**config.mk**
```make
export PLATFORM = sky130hd
export DESIGN_NAME = tile_hash_streamer
export DESIGN_NICKNAME = d
export VERILOG_FILES = /design/src/rtl/tile_hash_streamer.sv
export SDC_FILE = /design/constraint.sdc
export NUM_CORES = 1
export LEC_CHECK = 0
export ABC_CLOCK_PERIOD_IN_PS = 5900
export BUFFER_PORTS_ARGS = -buffer_cell sky130_fd_sc_hd__buf_2
export CAP_MARGIN = 5
export CORE_MARGIN = 10
export CORE_UTILIZATION = 45
export CTS_CLUSTER_DIAMETER = 120
export DETAILED_ROUTE_END_ITERATION = 10
export GPL_TIMING_DRIVEN = 0
export HOLD_SLACK_MARGIN = 0.12
export PLACE_DENSITY = 0.76
export SYNTH_ARGS = -nofsm -noshare
export SYNTH_HDL_FRONTEND = slang
export SYNTH_SLANG_ARGS = --single-unit
```
**constraint.sdc**
```tcl
create_clock -name clk -period 5.9 [get_ports clk]
set_input_delay 1.475 -clock clk [delete_from_list [all_inputs] [get_ports clk]]
set_output_delay 1.475 -clock clk [all_outputs]
set_load 0.03 [all_outputs]
```
**src/rtl/tile_hash_streamer.sv**
```systemverilog
// Streams a captured 16-byte tile to a hash engine one byte per cycle, then returns the hash with the caller tag.
// Optional build macro TILE_STREAMER_TIMEOUT_EN adds a bounded wait for the hash return with an error result.
module tile_hash_streamer #(
  parameter int TAG_W          = 8,
  parameter int TIMEOUT_CYCLES = 15
) (
  input  logic             clk,
  input  logic             rst,
  input  logic             tile_valid,
  output logic             tile_ready,
  input  logic [127:0]     tile_data,
  input  logic [TAG_W-1:0] tile_tag,
  output logic             byte_valid,
  output logic [7:0]       byte_data,
  output logic             byte_last,
  input  logic             byte_ready,
  input  logic             hash_valid,
  input  logic [15:0]      hash_in,
  output logic             result_valid,
  input  logic             result_ready,
  output logic [15:0]      result_hash,
  output logic [TAG_W-1:0] result_tag,
  output logic             result_err
);

  typedef enum logic [1:0] {IDLE, STREAM, WAIT_HASH, RESULT} stateT;

  stateT            r_state;
  stateT            w_nextState;
  logic [127:0]     r_tile;
  logic [TAG_W-1:0] r_tag;
  logic [3:0]       r_index;
  logic             r_byteValid;
  logic [7:0]       r_byteData;
  logic             r_byteLast;
  logic             r_resultValid;
  logic [15:0]      r_resultHash;
  logic [TAG_W-1:0] r_resultTag;
  logic             r_resultErr;

  logic [3:0]       w_nextIndex;
  logic [7:0]       w_nextByte;
  logic             w_byteAccept;
  logic             w_lastAccept;
  logic             w_timeout;

  assign tile_ready   = (r_state == IDLE);
  assign byte_valid   = r_byteValid;
  assign byte_data    = r_byteData;
  assign byte_last    = r_byteLast;
  assign result_valid = r_resultValid;
  assign result_hash  = r_resultHash;
  assign result_tag   = r_resultTag;
  assign result_err   = r_resultErr;

  // Byte 0 sits in the top bits, so the byte at index i starts at bit 8*(15-i).
  assign w_nextIndex  = r_index + 4'd1;
  assign w_nextByte   = r_tile[{4'd15 - w_nextIndex, 3'b000} +: 8];
  assign w_byteAccept = (r_state == STREAM) && r_byteValid && byte_ready;
  assign w_lastAccept = w_byteAccept && (r_index == 4'd15);

`ifdef TILE_STREAMER_TIMEOUT_EN
  localparam int CNT_W = (TIMEOUT_CYCLES > 1) ? $clog2(TIMEOUT_CYCLES + 1) : 1;

  logic [CNT_W-1:0] r_timeoutCount;

  // The count holds the number of elapsed hash-less wait cycles before this one.
  assign w_timeout = (r_state == WAIT_HASH) &&
                     (r_timeoutCount == CNT_W'(TIMEOUT_CYCLES - 1));

  always_ff @(posedge clk or posedge rst) begin
    if (rst) begin
      r_timeoutCount <= '0;
    end else if (w_lastAccept) begin
      r_timeoutCount <= '0;
    end else if ((r_state == WAIT_HASH) && !hash_valid && !w_timeout) begin
      r_timeoutCount <= r_timeoutCount + 1'b1;
    end
  end
`else
  logic [31:0] w_unusedTimeoutCycles;

  assign w_unusedTimeoutCycles = 32'(TIMEOUT_CYCLES);
  assign w_timeout             = 1'b0;
`endif

  always_ff @(posedge clk or posedge rst) begin
    if (rst) begin
      r_state <= IDLE;
    end else begin
      r_state <= w_nextState;
    end
  end

  always_comb begin
    w_nextState = r_state;
    case (r_state)
      IDLE:      if (tile_valid) w_nextState = STREAM;
      STREAM:    if (w_lastAccept) w_nextState = WAIT_HASH;
      WAIT_HASH: if (hash_valid || w_timeout) w_nextState = RESULT;
      RESULT:    if (result_ready) w_nextState = IDLE;
      default:   w_nextState = IDLE;
    endcase
  end

  // Datapath; a hash pulse takes priority over a timeout reached in the same cycle.
  always_ff @(posedge clk or posedge rst) begin
    if (rst) begin
      r_tile        <= '0;
      r_tag         <= '0;
      r_index       <= 4'd0;
      r_byteValid   <= 1'b0;
      r_byteData    <= 8'h00;
      r_byteLast    <= 1'b0;
      r_resultValid <= 1'b0;
      r_resultHash  <= 16'h0000;
      r_resultTag   <= '0;
      r_resultErr   <= 1'b0;
    end else begin
      case (r_state)
        IDLE: begin
          if (tile_valid) begin
            r_tile      <= tile_data;
            r_tag       <= tile_tag;
            r_index     <= 4'd0;
            r_byteValid <= 1'b1;
            r_byteData  <= tile_data[127:120];
            r_byteLast  <= 1'b0;
          end
        end
        STREAM: begin
          if (w_lastAccept) begin
            r_byteValid <= 1'b0;
            r_byteLast  <= 1'b0;
          end else if (w_byteAccept) begin
            r_index    <= w_nextIndex;
            r_byteData <= w_nextByte;
            r_byteLast <= (w_nextIndex == 4'd15);
          end
        end
        WAIT_HASH: begin
          if (hash_valid) begin
            r_resultValid <= 1'b1;
            r_resultHash  <= hash_in;
            r_resultTag   <= r_tag;
            r_resultErr   <= 1'b0;
          end else if (w_timeout) begin
            r_resultValid <= 1'b1;
            r_resultHash  <= 16'h0000;
            r_resultTag   <= r_tag;
            r_resultErr   <= 1'b1;
          end
        end
        RESULT: begin
          if (result_ready) r_resultValid <= 1'b0;
        end
        default: begin
          r_resultValid <= 1'b0;
        end
      endcase
    end
  end

endmodule

```
==> reports/metrics.yaml <==
die:
  die_width_um: 152
  io_pins: 195
  die-area_sq_mm: 0.0230
  core-area_sq_mm: 0.0171
  die_y_um: 152
  number_of_rows_created_at_floorplan: 48
  start_util: 0.455
drt:
  detailedRoute.firstPassIterationCount: 5
  metal_1_wl_um: 8740
  dr_total_vias: 5262
  wl_per_cell_um: 22.3
  route.met2.wl_um: 10300
  routed-wl-met3_um: 2030
  drt_first_iter_violations: 265
  antenna_left: 0
  drc: 0
  route.final.wire_length_um: 21500
  highest-signal-layer: "met4"
  detail_route.vias_per_cell: 5.46
clocking:
  cts_made_buffers: 17
  htree_num_levels: 4
  clk_root_buffer_cell: "clkbuf_16"
  cts-hold-fix-buffers: 0
  cts_tree: "done"
  cts.reportedPaths.clkPinSlew_ns: 0.07
  clock_latency_ns: 0.43
  max-clock-path-buffers: 2
  cts_sinks: 177
  post-cts-setup-buffer-count: 0
  post_cts_resized: 0
sta:
  worst_slew_margin_rel: 0.429
  timing.final.max_slew_violations: 0
  final_min_period_over_clock_period: 0.546
  finClkSkew_ns: 0.0107
  rsz0062_at_grt: "false"
  count_of_final_setup_violators: 0
  tightestPinTransition_ns: 0.856
  max_freq_ghz: 0.311
  hold_violations: 0
  final.setup.tns_ns: 0
  finalCriticalPeriod_ns: 3.22
worst_setup_path:
  setup.reg_to_reg.worst_slack_ns: 2.68
  cp-start-kind: "flip-flop"
  depth_of_the_worst_register_to_register_path: 9
  end_kind: "flip-flop"
  cp_max_fo: 10
  worstPathRequired_ns: 6.20
  arrival_ns: 3.52
  timing_worst_setup_path_type: "flip-flop to flip-flop"
logic_synthesis:
  synth.distinct_cells: 37
  postSynthAreaPerCell_sq_um: 15.3
  sequential_element_share_of_the_synthesized_area: 0.569
  synth_edf_count: 0
  count_of_state_elements_after_synthesis: 177
  synthesis.instances: 508
  post_synth_top_area_share: 0.569
  synth_area_sq_mm: 0.00779
  synth_net_count: 672
  yosys_warnings: 0
  postSynth.asyncResetShare: 1.00
  synth.top_cells.by_area: "dfrtp_1, mux2_2, mux4_2"
  post-synth-top-area-cell: "dfrtp_1"
  synth-main-ff-cell: "dfrtp_1"
grt:
  groute.usage.overall: 0.186
  grt_remaining_overflow: 0
  grt_max_degree: 37
  antenna_violations_before_repair: 1
  first_pass_grt_wire_length_um: 32400
  grt_pass1_vias: 5846
finish:
  multi_input_area_sq_mm: 0.00319
  most_common_cell_after_layout_fill_and_taps_aside: "buf_2"
  finalNetCount: 889
  final_layout_size_suffix_gt1_frac: 0.592
  finish.utilization: 0.570
  most-common-layout-cells: "buf_2, dfrtp_1, mux2_2, mux4_2, a21oi_1"
  area.growth.synth_to_final_pct: 25.3
  n_fill_cell: 1386
  final-seq-area_sq_mm: 0.00443
pwr:
  clock_power_share: 0.474
  max-vdd-ir-drop_mv: 0.183
  p_sw_frac: 0.217
  p_leak_nw: 5.13
  powerDensity_mw_per_mm2: 254
  p_sw_mw: 0.538
  internal_power_mw: 1.94
  share_comb_of_total_power: 0.037
  power_frac_seq: 0.489
flow_run:
  max_cap_viol_count: 0
status:
  outcome: "finished, final reports clean"
placement:
  dp_hpwl_um: 16700
  gp_routability_congestion: 0.892
  io_buffers: 193
worst_hold_path:
  min_delay_path_depth: 1
  hold_path_class: "flip-flop to flip-flop"
==> sequential cells by signal (all words and copies together) (netlist names) <==
signal and count:
byte_valid 1, byte_last 1, result_valid 1, r_index 4
r_tile 128, result_hash 16, r_tag 8, byte_data 8
result_tag 8, r_state 2
==> cells by family (layout without fill, tap and decap cells) <==
kind of cell	count (synthesis)	count (layout)	share of synthesized area
buffers and inverters	37	267	0.0220
DFF	177	177	0.569
AOI/OAI and AO/OA	55	55	0.0472
and+or+nand+nor	36	36	0.0228
adders and majority gates	6	6	0.00964
muxes	196	196	0.329
other	1	2	0.000481
==> worst paths after layout <==
path	start	endpoint
setup / recovery	r_index[0]	byte_data[2]
max in group asynchronous	rst	r_tile[39]
min in group asynchronous	rst	r_tile[29]
setup reg to reg	r_index[0]	byte_data[2]
hold / removal	result_hash[10]	result_hash[10]
hold reg to reg	result_hash[10]	result_hash[10]
==> layer usage <==
layer,up-vias,global-route usage
met2,223,0.303
met1,2678,0.236
met3,31,0.0546
met4,0,0.0582
met5,-,0
li1,2330,-
==> through the flow <==
step           setup WS (ns)  hold slack, ns  instances  area [sq um]  total power [mW]
2_1_floorplan           2.16           0.474        508          7790              1.26
3_3_place_gp            1.26           0.483        926          9040              1.32
3_5_place_dp            2.66           0.487        931          9140              1.33
4_1_cts                 2.64           0.503        963          9760              2.51
5_1_grt                 2.47           0.514        963          9760              2.57
6_report                2.68           0.499        964          9760              2.48
==> worst max-delay path, stage by stage, from the launching register on <==
cell and delay, ns:
dfrtp_1 0.37, buf_6 0.16, buf_2 0.37, inv_1 0.13, ha_1 0.29, buf_2 0.19
clkbuf_1 0.62, mux4_2 0.45, a222oi_1 0.38, a21oi_1 0.12
==> Yosys cell counts (all sizes together) (6+ instances only) <==
| master | instances |
|---|---|
| dfrtp | 177 |
| mux2 | 162 |
| buf | 13 |
| a21oi | 20 |
| mux4 | 32 |
| nand2 | 11 |
| nor3 | 9 |
| inv | 7 |
| o21bai | 7 |
| clkbuf | 17 |
| ha | 6 |
| o21ai | 8 |
| a222oi | 7 |
==> power by group through the flow <==
stage / registers, mW / clock network, mW / logic [mW]
after floorplan: 1.24 / 0 / 0.0209
after global placement: 1.24 / 0 / 0.0813
after detailed placement: 1.24 / 0 / 0.0939
after CTS: 1.21 / 1.20 / 0.0941
after global routing: 1.21 / 1.25 / 0.102
final: 1.21 / 1.18 / 0.0916
==> final cells by class <==
cell class | count | share of cell area
flip-flops and latches | 177 | 0.454
well taps | 225 | 0.0288
clock buffers | 19 | 0.0454
plain buffers | 30 | 0.0149
inverters | 7 | 0.00308
multi-input cells | 294 | 0.327
diodes | 1 | 0.000256
repair buffers | 198 | 0.109
clock inverters | 13 | 0.0179
(Power assumes the default switching activity.)
